===== src/rtl/dmem_requester.sv =====
// -----------------------------------------------------------------------------
// dmem_requester
//
// Memory-stage data requester. A start pulse in IDLE captures one instruction's
// memory operands, decodes them into a single read or write transaction on a
// simple req/ack bus, waits for the responder (with a timeout), and reports a
// one-cycle done pulse together with the read result and a status code.
//
// Ports
//   clk          rising-edge clock
//   reset        synchronous, active-high reset
//   start        request from the memory stage, honoured only in IDLE
//   icode        instruction code selecting the operation
//   valE         ALU result (address for most operations)
//   valA         register A value (write data, or address for pop/ret)
//   valP         next PC (the return address pushed by call)
//   instr_valid  decode-valid flag
//   imem_error   fetch address error
//   mem_req      request strobe, held high until acknowledged or timed out
//   mem_we       1 = write, 0 = read, valid while mem_req is high
//   mem_addr     request address, stable while mem_req is high
//   mem_wdata    write data (zero for reads), stable while mem_req is high
//   mem_ack      responder completion, qualifies mem_rdata and mem_err
//   mem_rdata    read data
//   mem_err      responder access error
//   busy         high whenever the block is not in IDLE
//   done         one-cycle completion pulse
//   valM         registered read result (zero for writes and any error)
//   stat         registered status: 1=AOK, 2=ADR, 3=INS, 4=HLT
//
// Parameters
//   ADDR_MAX     highest legal data address
//   TIMEOUT      REQ cycles without an ack before the access is abandoned
// -----------------------------------------------------------------------------
module dmem_requester #(
  parameter logic [63:0] ADDR_MAX = 64'd8191,
  parameter int unsigned TIMEOUT  = 16
) (
  input  logic        clk,
  input  logic        reset,
  input  logic        start,
  input  logic [3:0]  icode,
  input  logic [63:0] valE,
  input  logic [63:0] valA,
  input  logic [63:0] valP,
  input  logic        instr_valid,
  input  logic        imem_error,
  output logic        mem_req,
  output logic        mem_we,
  output logic [63:0] mem_addr,
  output logic [63:0] mem_wdata,
  input  logic        mem_ack,
  input  logic [63:0] mem_rdata,
  input  logic        mem_err,
  output logic        busy,
  output logic        done,
  output logic [63:0] valM,
  output logic [2:0]  stat
);

  localparam logic [2:0] STAT_AOK = 3'd1;
  localparam logic [2:0] STAT_ADR = 3'd2;
  localparam logic [2:0] STAT_INS = 3'd3;
  localparam logic [2:0] STAT_HLT = 3'd4;

  // One extra bit on the comparison so a TIMEOUT of 32 still terminates.
  localparam logic [5:0] TIMEOUT_W = 6'(TIMEOUT);

  typedef enum logic [1:0] {
    IDLE = 2'd0,
    REQ  = 2'd1,
    DONE = 2'd2
  } state_t;

  state_t      state_reg;
  logic [4:0]  wait_cnt_reg;

  // Instruction context captured at start; used when the status is resolved
  // at the end of a bus transaction.
  logic [3:0]  icode_reg;
  logic        instr_valid_reg;
  logic        imem_error_reg;
  logic        is_read_reg;

  // Combinational decode of the live inputs, only consumed in IDLE.
  logic        dec_is_mem;
  logic        dec_we;
  logic [63:0] dec_addr;
  logic [63:0] dec_wdata;
  logic        dec_addr_bad;
  logic        dec_skip;

  logic [5:0]  wait_next;
  logic        timeout_hit;

  // First matching rule wins: halt, then address-class errors, then invalid
  // instruction, otherwise OK.
  function automatic logic [2:0] status_of(
    input logic [3:0] ic,
    input logic       fetch_err,
    input logic       addr_err,
    input logic       bus_err,
    input logic       iv
  );
    if (ic == 4'd0)
      return STAT_HLT;
    else if (fetch_err || addr_err || bus_err)
      return STAT_ADR;
    else if (!iv)
      return STAT_INS;
    else
      return STAT_AOK;
  endfunction

  always_comb begin
    dec_is_mem = 1'b1;
    dec_we     = 1'b0;
    dec_addr   = valE;
    dec_wdata  = 64'd0;
    case (icode)
      4'd4: begin            // rmmovq: M[valE] <- valA
        dec_we    = 1'b1;
        dec_wdata = valA;
      end
      4'd5: begin            // mrmovq: read M[valE]
        dec_we    = 1'b0;
      end
      4'd8: begin            // call: push return address
        dec_we    = 1'b1;
        dec_wdata = valP;
      end
      4'd9: begin            // ret: pop from old stack pointer
        dec_addr  = valA;
      end
      4'd10: begin           // pushq: M[valE] <- valA
        dec_we    = 1'b1;
        dec_wdata = valA;
      end
      4'd11: begin           // popq: pop from old stack pointer
        dec_addr  = valA;
      end
      default: begin
        dec_is_mem = 1'b0;
        dec_addr   = 64'd0;
      end
    endcase
  end

  // The range check only applies to operations that actually touch memory.
  assign dec_addr_bad = dec_is_mem && (dec_addr > ADDR_MAX);

  // Any of these short-circuits straight to DONE with no bus activity.
  assign dec_skip = !dec_is_mem || !instr_valid || imem_error ||
                    (icode == 4'd0) || dec_addr_bad;

  // The counter value after this cycle if no ack arrives; when that reaches
  // TIMEOUT the current cycle is the last REQ cycle.
  assign wait_next   = {1'b0, wait_cnt_reg} + 6'd1;
  assign timeout_hit = (wait_next >= TIMEOUT_W);

  always_ff @(posedge clk) begin
    if (reset) begin
      state_reg       <= IDLE;
      wait_cnt_reg    <= 5'd0;
      icode_reg       <= 4'd0;
      instr_valid_reg <= 1'b0;
      imem_error_reg  <= 1'b0;
      is_read_reg     <= 1'b0;
      mem_req         <= 1'b0;
      mem_we          <= 1'b0;
      mem_addr        <= 64'd0;
      mem_wdata       <= 64'd0;
      busy            <= 1'b0;
      done            <= 1'b0;
      valM            <= 64'd0;
      stat            <= STAT_AOK;
    end else begin
      done <= 1'b0;
      case (state_reg)
        IDLE: begin
          if (start) begin
            icode_reg       <= icode;
            instr_valid_reg <= instr_valid;
            imem_error_reg  <= imem_error;
            is_read_reg     <= dec_is_mem && !dec_we;
            mem_we          <= dec_we;
            mem_addr        <= dec_addr;
            mem_wdata       <= dec_wdata;
            busy            <= 1'b1;
            if (dec_skip) begin
              state_reg <= DONE;
              done      <= 1'b1;
              valM      <= 64'd0;
              stat      <= status_of(icode, imem_error, dec_addr_bad,
                                     1'b0, instr_valid);
            end else begin
              state_reg    <= REQ;
              mem_req      <= 1'b1;
              wait_cnt_reg <= 5'd0;
            end
          end
        end

        REQ: begin
          if (mem_ack) begin
            state_reg <= DONE;
            mem_req   <= 1'b0;
            done      <= 1'b1;
            valM      <= (is_read_reg && !mem_err) ? mem_rdata : 64'd0;
            stat      <= status_of(icode_reg, imem_error_reg, 1'b0,
                                   mem_err, instr_valid_reg);
          end else begin
            wait_cnt_reg <= wait_next[4:0];
            if (timeout_hit) begin
              state_reg <= DONE;
              mem_req   <= 1'b0;
              done      <= 1'b1;
              valM      <= 64'd0;
              stat      <= STAT_ADR;
            end
          end
        end

        DONE: begin
          state_reg <= IDLE;
          busy      <= 1'b0;
        end

        default: begin
          state_reg <= IDLE;
          mem_req   <= 1'b0;
          busy      <= 1'b0;
        end
      endcase
    end
  end

endmodule

===== config.mk =====
export PLATFORM = sky130hd
export DESIGN_NAME = dmem_requester
export DESIGN_NICKNAME = d
export VERILOG_FILES = /design/src/rtl/dmem_requester.sv
export SDC_FILE = /design/constraint.sdc
export NUM_CORES = 1
export LEC_CHECK = 0
export CORE_AREA = 4 4 178 180
export CTS_CLUSTER_SIZE = 16
export DETAILED_ROUTE_END_ITERATION = 6
export DIE_AREA = 0 0 182 184
export MAX_ROUTING_LAYER = met4
export SETUP_SLACK_MARGIN = 0.3
export SYNTH_ARGS = -nofsm -noshare
export SYNTH_HDL_FRONTEND = slang
export SYNTH_SLANG_ARGS = --single-unit

===== constraint.sdc =====
create_clock -name clk -period 4.45 [get_ports clk]
set_clock_uncertainty 0.2 [all_clocks]
set_input_delay 1.1125 -clock clk [delete_from_list [all_inputs] [get_ports clk]]
set_output_delay 1.1125 -clock clk [all_outputs]
set_load 0.02 [all_outputs]

==> results.ini, run 1 <==
[cts]
clock-sinks = 213
cts_setup_buffers = 0
cts_buffer_depth = 3
cts_resized = 0
clk_pin_slew_ps = 60
cts_tree = done
ctsHoldBuffers = 0
numCtsBuffers = 25
ctsHtreeMaxLevel = 1
clk_latency_ps = 530
cts-root-buf = clkbuf_16

[power]
p_leak_nw = 5.31
power_density_nw_per_um2 = 329
combPwrFrac_pct = 16.3
peakVddDrop_mv = 0.241
swShare_pct = 25.3
p_int_mw = 3.63
seq_power_share_pct = 41.0
power_switching_mw = 1.23
clkPwrFrac_pct = 42.7

[logic_synthesis]
synth_ff_type = dfxtp_1
synth_seq_cells = 213
avgSynthCellArea_um2 = 9.62
syn_nets = 1190
synth_cells = 922
synth_edf_count = 0
synth_seq_area_share_pct = 48.1
yosys_warnings = 0
synth_cell_types = 48
async_reset_ff_share_pct = 0
synth_area_um2 = 8870

[grt]
grt_pass1_vias = 9272
grt_pass1_wl_mm = 57.5
busiest_layer = met2
grt_use_met1_pct = 24.5
grt_usage_pct = 22.7
grt_antenna_before_repair = 7
gr-total-overflow = 0
globalRouteMet2Util_pct = 37.7
grt_max_degree = 96
grt_use_met3_pct = 8.96

[placed_design]
dp_hpwl_mm = 29.3
dpl.cell_count = 1716
place_ws_ps = 119
placed_cell_area_um2 = 13900
port_buffers = 465
place.gp.congestion = 0.886

[critical_path]
slowest_stage = clkdlybuf4s50_1
crit_cells = 11
crit_path_end_kind = flop
critPathKind = primary input to flop
worstRegToRegCells = 10
cp.required_ps = 4710
crit_path_max_fanout = 35
cp.arrival_ps = 4090
crit_buf_inv = 3
path_delay_family = simple AND/OR/NAND/NOR gates
critPathLaunchType = primary input
crit_chain = clkdlybuf4s50_1 -> nor2b_4 -> buf_4 -> a22oi_1 -> nand4_1 -> or4_4 -> nor4_4 -> o21ai_2 -> nor2_8 -> buf_12 -> a22o_1
cp_slowest_stage_delay_ps = 630

[job]
drv_cap = 0

[layout]
drive_gt1_share_pct = 7.48
nNetsFinal = 1615
syn_to_final_growth_pct = 66.5
fin_area_um2 = 14800
fillers = 2871
finalNonFillerCells = 1766
top_regs = mem_addr: 64 flops, mem_wdata: 64 flops, valM: 64 flops

[timing]
tightest_slew_ps = 759
fin_ws_ps = 623
holdWs_ps = 252
final.min_clock_period_ps = 3830
drv_slew = 0
max_freq_ghz = 0.261
setup_violations = 0
fin_setup_tns_ps = 0
period_share_pct = 86.0
relSlewSlack_pct = 49.4
rsz0062_at_grt = no
hold_violations = 0

[detailed_routing]
viasPerCell = 5.26
drc = 0
wl_per_cell_um = 22.2
antenna_left = 0
wl_mm = 39.3
vias = 9286
initialDrtViolationCount = 472
firstDrtPassIters = 5

[floorplan]
core-area_um2 = 30200
die_area_um2 = 33500
initial_core_util_pct = 29.4
fp.dieW_um = 182
ioPinCount = 466
rows = 64
die_y_um = 184

[run_status]
status = finished, final reports clean

[worst_hold_path]
min_path_cells = 2
hold_class = flop to flop

==> cell families (layout without fill, tap and decap cells) <==
kind of cell,count (synthesis),after routing,synth area share (%)
buf+inv,94,535,4.72
flops,213,213,48.1
simple gates,247,247,13.0
mux,40,40,4.98
compound gates,327,327,29.1
fa+ha+maj,1,1,0.141
other cells,0,7,0
==> cells in the mapped netlist (all sizes together), types with 2 or more instances <==
cell type | n | share of area (%)
a221oi | 27 | 2.7
nor2b | 3 | 0.21
a21oi | 23 | 1.3
a22oi | 96 | 8.1
nor4 | 7 | 0.66
nor3 | 34 | 1.9
or4 | 2 | 0.21
nor3b | 3 | 0.31
mux2 | 33 | 4.2
buf | 25 | 1.8
o41ai | 2 | 0.20
o21ai | 5 | 0.32
nor2 | 145 | 6.3
nand3b | 2 | 0.17
inv | 3 | 0.13
and3 | 3 | 0.21
dfxtp | 213 | 48
nand4 | 8 | 0.56
nand3 | 6 | 0.34
a22o | 127 | 13
and4 | 3 | 0.30
a211oi | 38 | 3.2
mux2i | 7 | 0.79
nand2 | 19 | 0.80
a31oi | 3 | 0.21
nand2b | 6 | 0.42
clkbuf | 66 | 2.8
o2bb2ai | 2 | 0.20
==> layout by cell type, fill, tap and decap left out, types with 25 or more instances in the layout <==
cell type / count
a221oi_1: 27
dfxtp_1: 213
a211oi_1: 38
clkdlybuf4s50_1: 463
nor2_1: 143
clkbuf_16: 25
a22oi_1: 96
a22o_1: 127
mux2_2: 26
nor3_1: 33
==> tightest hold or removal path, delay by kind of cell, from the launching register on <==
family	cells	cell delay, ps
flops	1	310
simple gates	1	50
compound gates	1	50
==> metal layers <==
layer  wire length [um]  part of all wire [%]
met5                  0                     0
met4               1640                   4.2
met3               4360                    11
met2              18700                    48
met1              14600                    37
==> area by class of cell <==
| class | instances | area (um2) | share of cell area, % |
|---|---|---|---|
| inverter | 3 | 11.3 | 0.0762 |
| multi-input combinational | 615 | 4240 | 28.7 |
| sequential | 213 | 4260 | 28.9 |
| timing repair buffer | 489 | 4930 | 33.4 |
| tap | 396 | 495 | 3.35 |
| clock inverter | 9 | 126 | 0.855 |
| clock buffer | 34 | 689 | 4.67 |
| antenna | 7 | 17.5 | 0.119 |
==> power by group through the flow <==
| stage | registers, mW | clock network [mW] | logic (mW) |
|---|---|---|---|
| 2_1_floorplan | 2.09 | 0 | 0.267 |
| 3_3_place_gp | 2.03 | 0 | 0.796 |
| 4_1_cts | 1.99 | 2.14 | 0.802 |
| 5_1_grt | 2.00 | 2.22 | 0.851 |
| 6_report | 1.99 | 2.07 | 0.793 |
| 3_5_place_dp | 2.03 | 0 | 0.798 |
==> stage by stage <==
stage	power [mW]	utilization [%]
5_1_grt	5.06	48.9
6_report	4.86	48.9
3_5_place_dp	2.83	46.2
2_1_floorplan	2.35	-
4_1_cts	4.93	48.9
3_3_place_gp	2.83	46.2
==> worst paths after layout <==
check                          startpoint                       end  slack (ps)
min reg2reg      is_read_reg$_SDFFE_PP0P_  is_read_reg$_SDFFE_PP0P_         250
max reg2reg  wait_cnt_reg[0]$_SDFFE_PP0P_     valM[38]$_SDFFE_PP0P_        2320
max                              icode[2]     valM[38]$_SDFFE_PP0P_         620
min              is_read_reg$_SDFFE_PP0P_  is_read_reg$_SDFFE_PP0P_         250
No activity file was read; power rests on OpenSTA's default activity.
==> inputs of run 2 (changes only) <==
CAP_MARGIN = 20   (was unset)
==> results of run 2 <==
No change in the layout: final DEF, timing and power equal those of run 1.
==> inputs of run 3 (changes only) <==
--- a/config.mk
+++ b/config.mk
@@ -7,9 +7,10 @@
 export LEC_CHECK = 0
 export CAP_MARGIN = 20
-export CORE_AREA = 4 4 178 180
+export CORE_AREA = 10 10 174 176
 export CTS_CLUSTER_SIZE = 16
 export DETAILED_ROUTE_END_ITERATION = 6
-export DIE_AREA = 0 0 182 184
+export DIE_AREA = 0 0 184 186
 export MAX_ROUTING_LAYER = met4
+export PLACE_DENSITY = 0.69
 export SETUP_SLACK_MARGIN = 0.3
 export SYNTH_ARGS = -nofsm -noshare
==> constraint.sdc (replaced) <==
create_clock -name clk -period 4.45 [get_ports clk]
set_clock_uncertainty 0.2 [all_clocks]
set_input_delay 0.89 -clock clk [delete_from_list [all_inputs] [get_ports clk]]
set_output_delay 0.89 -clock clk [all_outputs]
set_load 0.02 [all_outputs]
==> results.ini, run 3 (synthesized netlist as in run 1, its figures left out) <==
[run_status]
status = finished, final reports clean

[grt]
grt_usage_pct = 24.6  ; +1.8 points
grt_max_degree = 151  ; +57%
grt_pass1_vias = 9383  ; +1.2%
grt_antenna_before_repair = 16  ; +9
gr-total-overflow = 0  ; unchanged
grt_pass1_wl_mm = 61.9  ; +7.6%

[layout]
multi_input_area_um2 = 4240  ; unchanged
drive_gt1_share_pct = 7.56  ; +0.079 points
fin_area_um2 = 14700  ; -0.27%
fin_util_pct = 55.1  ; +6.2 points
syn_to_final_growth_pct = 66.0
final_cell_mix = 463 x clkdlybuf4s50_1, 213 x dfxtp_1, 143 x nor2_1, 127 x a22o_1, 96 x a22oi_1
top_regs = mem_addr: 64 flops, mem_wdata: 64 flops, valM: 64 flops
nNetsFinal = 1610  ; -0.31%
register_area_um2 = 4260  ; unchanged
fillers = 2395  ; -17%
final_common_cell = clkdlybuf4s50_1

[critical_path]
ff2ff_setup_slack_ps = 2110  ; -210 ps
critPathKind = primary input to flop
crit_path_max_fanout = 64  ; +83%
cp.arrival_ps = 4030  ; -60 ps
cp.required_ps = 4700  ; about the same
critPathLaunchType = primary input
crit_path_end_kind = flop

[detailed_routing]
firstDrtPassIters = 5  ; unchanged
wl_per_cell_um = 25.3  ; +14%
wl_mm = 43.4  ; +11%
antenna_left = 0  ; unchanged
drc = 0  ; unchanged
initialDrtViolationCount = 659  ; +40%
vias = 9343  ; +0.61%
viasPerCell = 5.44  ; +3.4%

[power]
power_density_nw_per_um2 = 336  ; +2.1%
clkPwrFrac_pct = 43.7  ; +1.0 points
seq_power_share_pct = 40.3  ; -0.7 points
p_int_mw = 3.68  ; +1.4%
p_leak_nw = 5.31  ; about the same
peakVddDrop_mv = 0.234  ; -3.1%
power_switching_mw = 1.27  ; +2.9%
swShare_pct = 25.6  ; +0.28 points
combPwrFrac_pct = 16.0  ; -0.3 points

[cts]
cts_buffer_depth = 3  ; unchanged
cts_setup_buffers = 0  ; unchanged
cts-root-buf = clkbuf_16
numCtsBuffers = 26  ; +4.0%
ctsHoldBuffers = 0  ; unchanged
cts_tree = done
clk_pin_slew_ps = 60  ; about the same
ctsHtreeMaxLevel = 1  ; unchanged
cts_resized = 0  ; unchanged
clk_latency_ps = 530  ; about the same
clock-sinks = 213  ; unchanged

[job]
drv_cap = 0  ; unchanged

[placed_design]
dp_hpwl_mm = 33.0  ; +12%
placed_cell_area_um2 = 13800  ; -0.91%
port_buffers = 465  ; unchanged
place.gp.congestion = 0.887  ; about the same

[timing]
final.min_clock_period_ps = 3770  ; -52.0 ps
drv_slew = 0  ; unchanged
relSlewSlack_pct = 47.0  ; -2.4 points
period_share_pct = 84.8  ; -1.2 points
setup_violations = 0  ; unchanged
fin_setup_tns_ps = 0  ; unchanged
rsz0062_at_grt = no
hold_violations = 0  ; unchanged
tightest_slew_ps = 796  ; +36.4 ps
max_freq_ghz = 0.265  ; +1.4%

[floorplan]
die_area_um2 = 34200  ; +2.2%
rows = 60  ; -6.3%
ioPinCount = 466  ; unchanged
fp.dieW_um = 184  ; +1.1%
initial_core_util_pct = 33.2  ; +3.8 points
core-area_um2 = 26700  ; -11%
die_y_um = 186  ; +1.1%

[worst_hold_path]
hold_class = flop to flop

## run 3: changes by cell type in the layout (fill, tap and decap cells not counted), moves of 2 or more
cell and change:
buf_4 -5, clkbuf_1 -2, clkbuf_16 +2, clkbuf_8 +2, clkinv_2 +3, diode_2 +9
## run 3: through the flow
step	hold WS (ps)	instances	setup slack, ps	total power [mW]
after floorplan	227	922	1100	2.35
after global routing	280	1719	490	5.13
after detailed placement	247	1655	145	2.82
after CTS	256	1703	709	5.00
after global placement	242	1655	218	2.82
final	254	1719	675	4.94
## run 3: final timing paths
path	start	end	cells after the start
hold reg to reg	icode_reg[1]$_SDFFE_PP0P_	icode_reg[1]$_SDFFE_PP0P_	2
setup / recovery	icode[1]	valM[52]$_SDFFE_PP0P_	11
setup reg to reg	state_reg[1]$_SDFFE_PP0P_	valM[52]$_SDFFE_PP0P_	6
hold / removal	icode_reg[1]$_SDFFE_PP0P_	icode_reg[1]$_SDFFE_PP0P_	2
## run 3: worst max-delay path: stages
cell	delay, ps
clkdlybuf4s50_1	620
nor3b_4	90
buf_12	170
a22oi_1	250
nand4_1	190
or4_4	610
nor4_4	340
o21ai_2	200
nor2_8	140
buf_12	270
a22o_1	210
## run 3: final cells by class
class | count | share of cell area, %
Clock inverter | 12 | 0.815
Sequential cell | 213 | 28.9
Clock buffer | 36 | 5.16
Tap cell | 341 | 2.90
Antenna cell | 16 | 0.272
Inverter | 3 | 0.0764
Multi-Input combinational cell | 615 | 28.8
Timing Repair Buffer | 483 | 33.1
## run 3: power by group through the flow
stage	logic, mW	registers [mW]	clock network, mW
2_1_floorplan	0.267	2.09	0
4_1_cts	0.794	1.99	2.21
5_1_grt	0.842	2.00	2.28
6_report	0.789	1.99	2.16
3_5_place_dp	0.790	2.03	0
3_3_place_gp	0.787	2.03	0
## run 3: per-layer routing
| layer | vias to the layer above | wire (um) | global-route usage (%) |
|---|---|---|---|
| met5 | - | 0 | - |
| met4 | 0 | 1100 | 10.2 |
| met3 | 57 | 5190 | 10.9 |
| met2 | 450 | 21300 | 40.9 |
| met1 | 4459 | 15800 | 24.9 |
| li1 | 4377 | - | - |
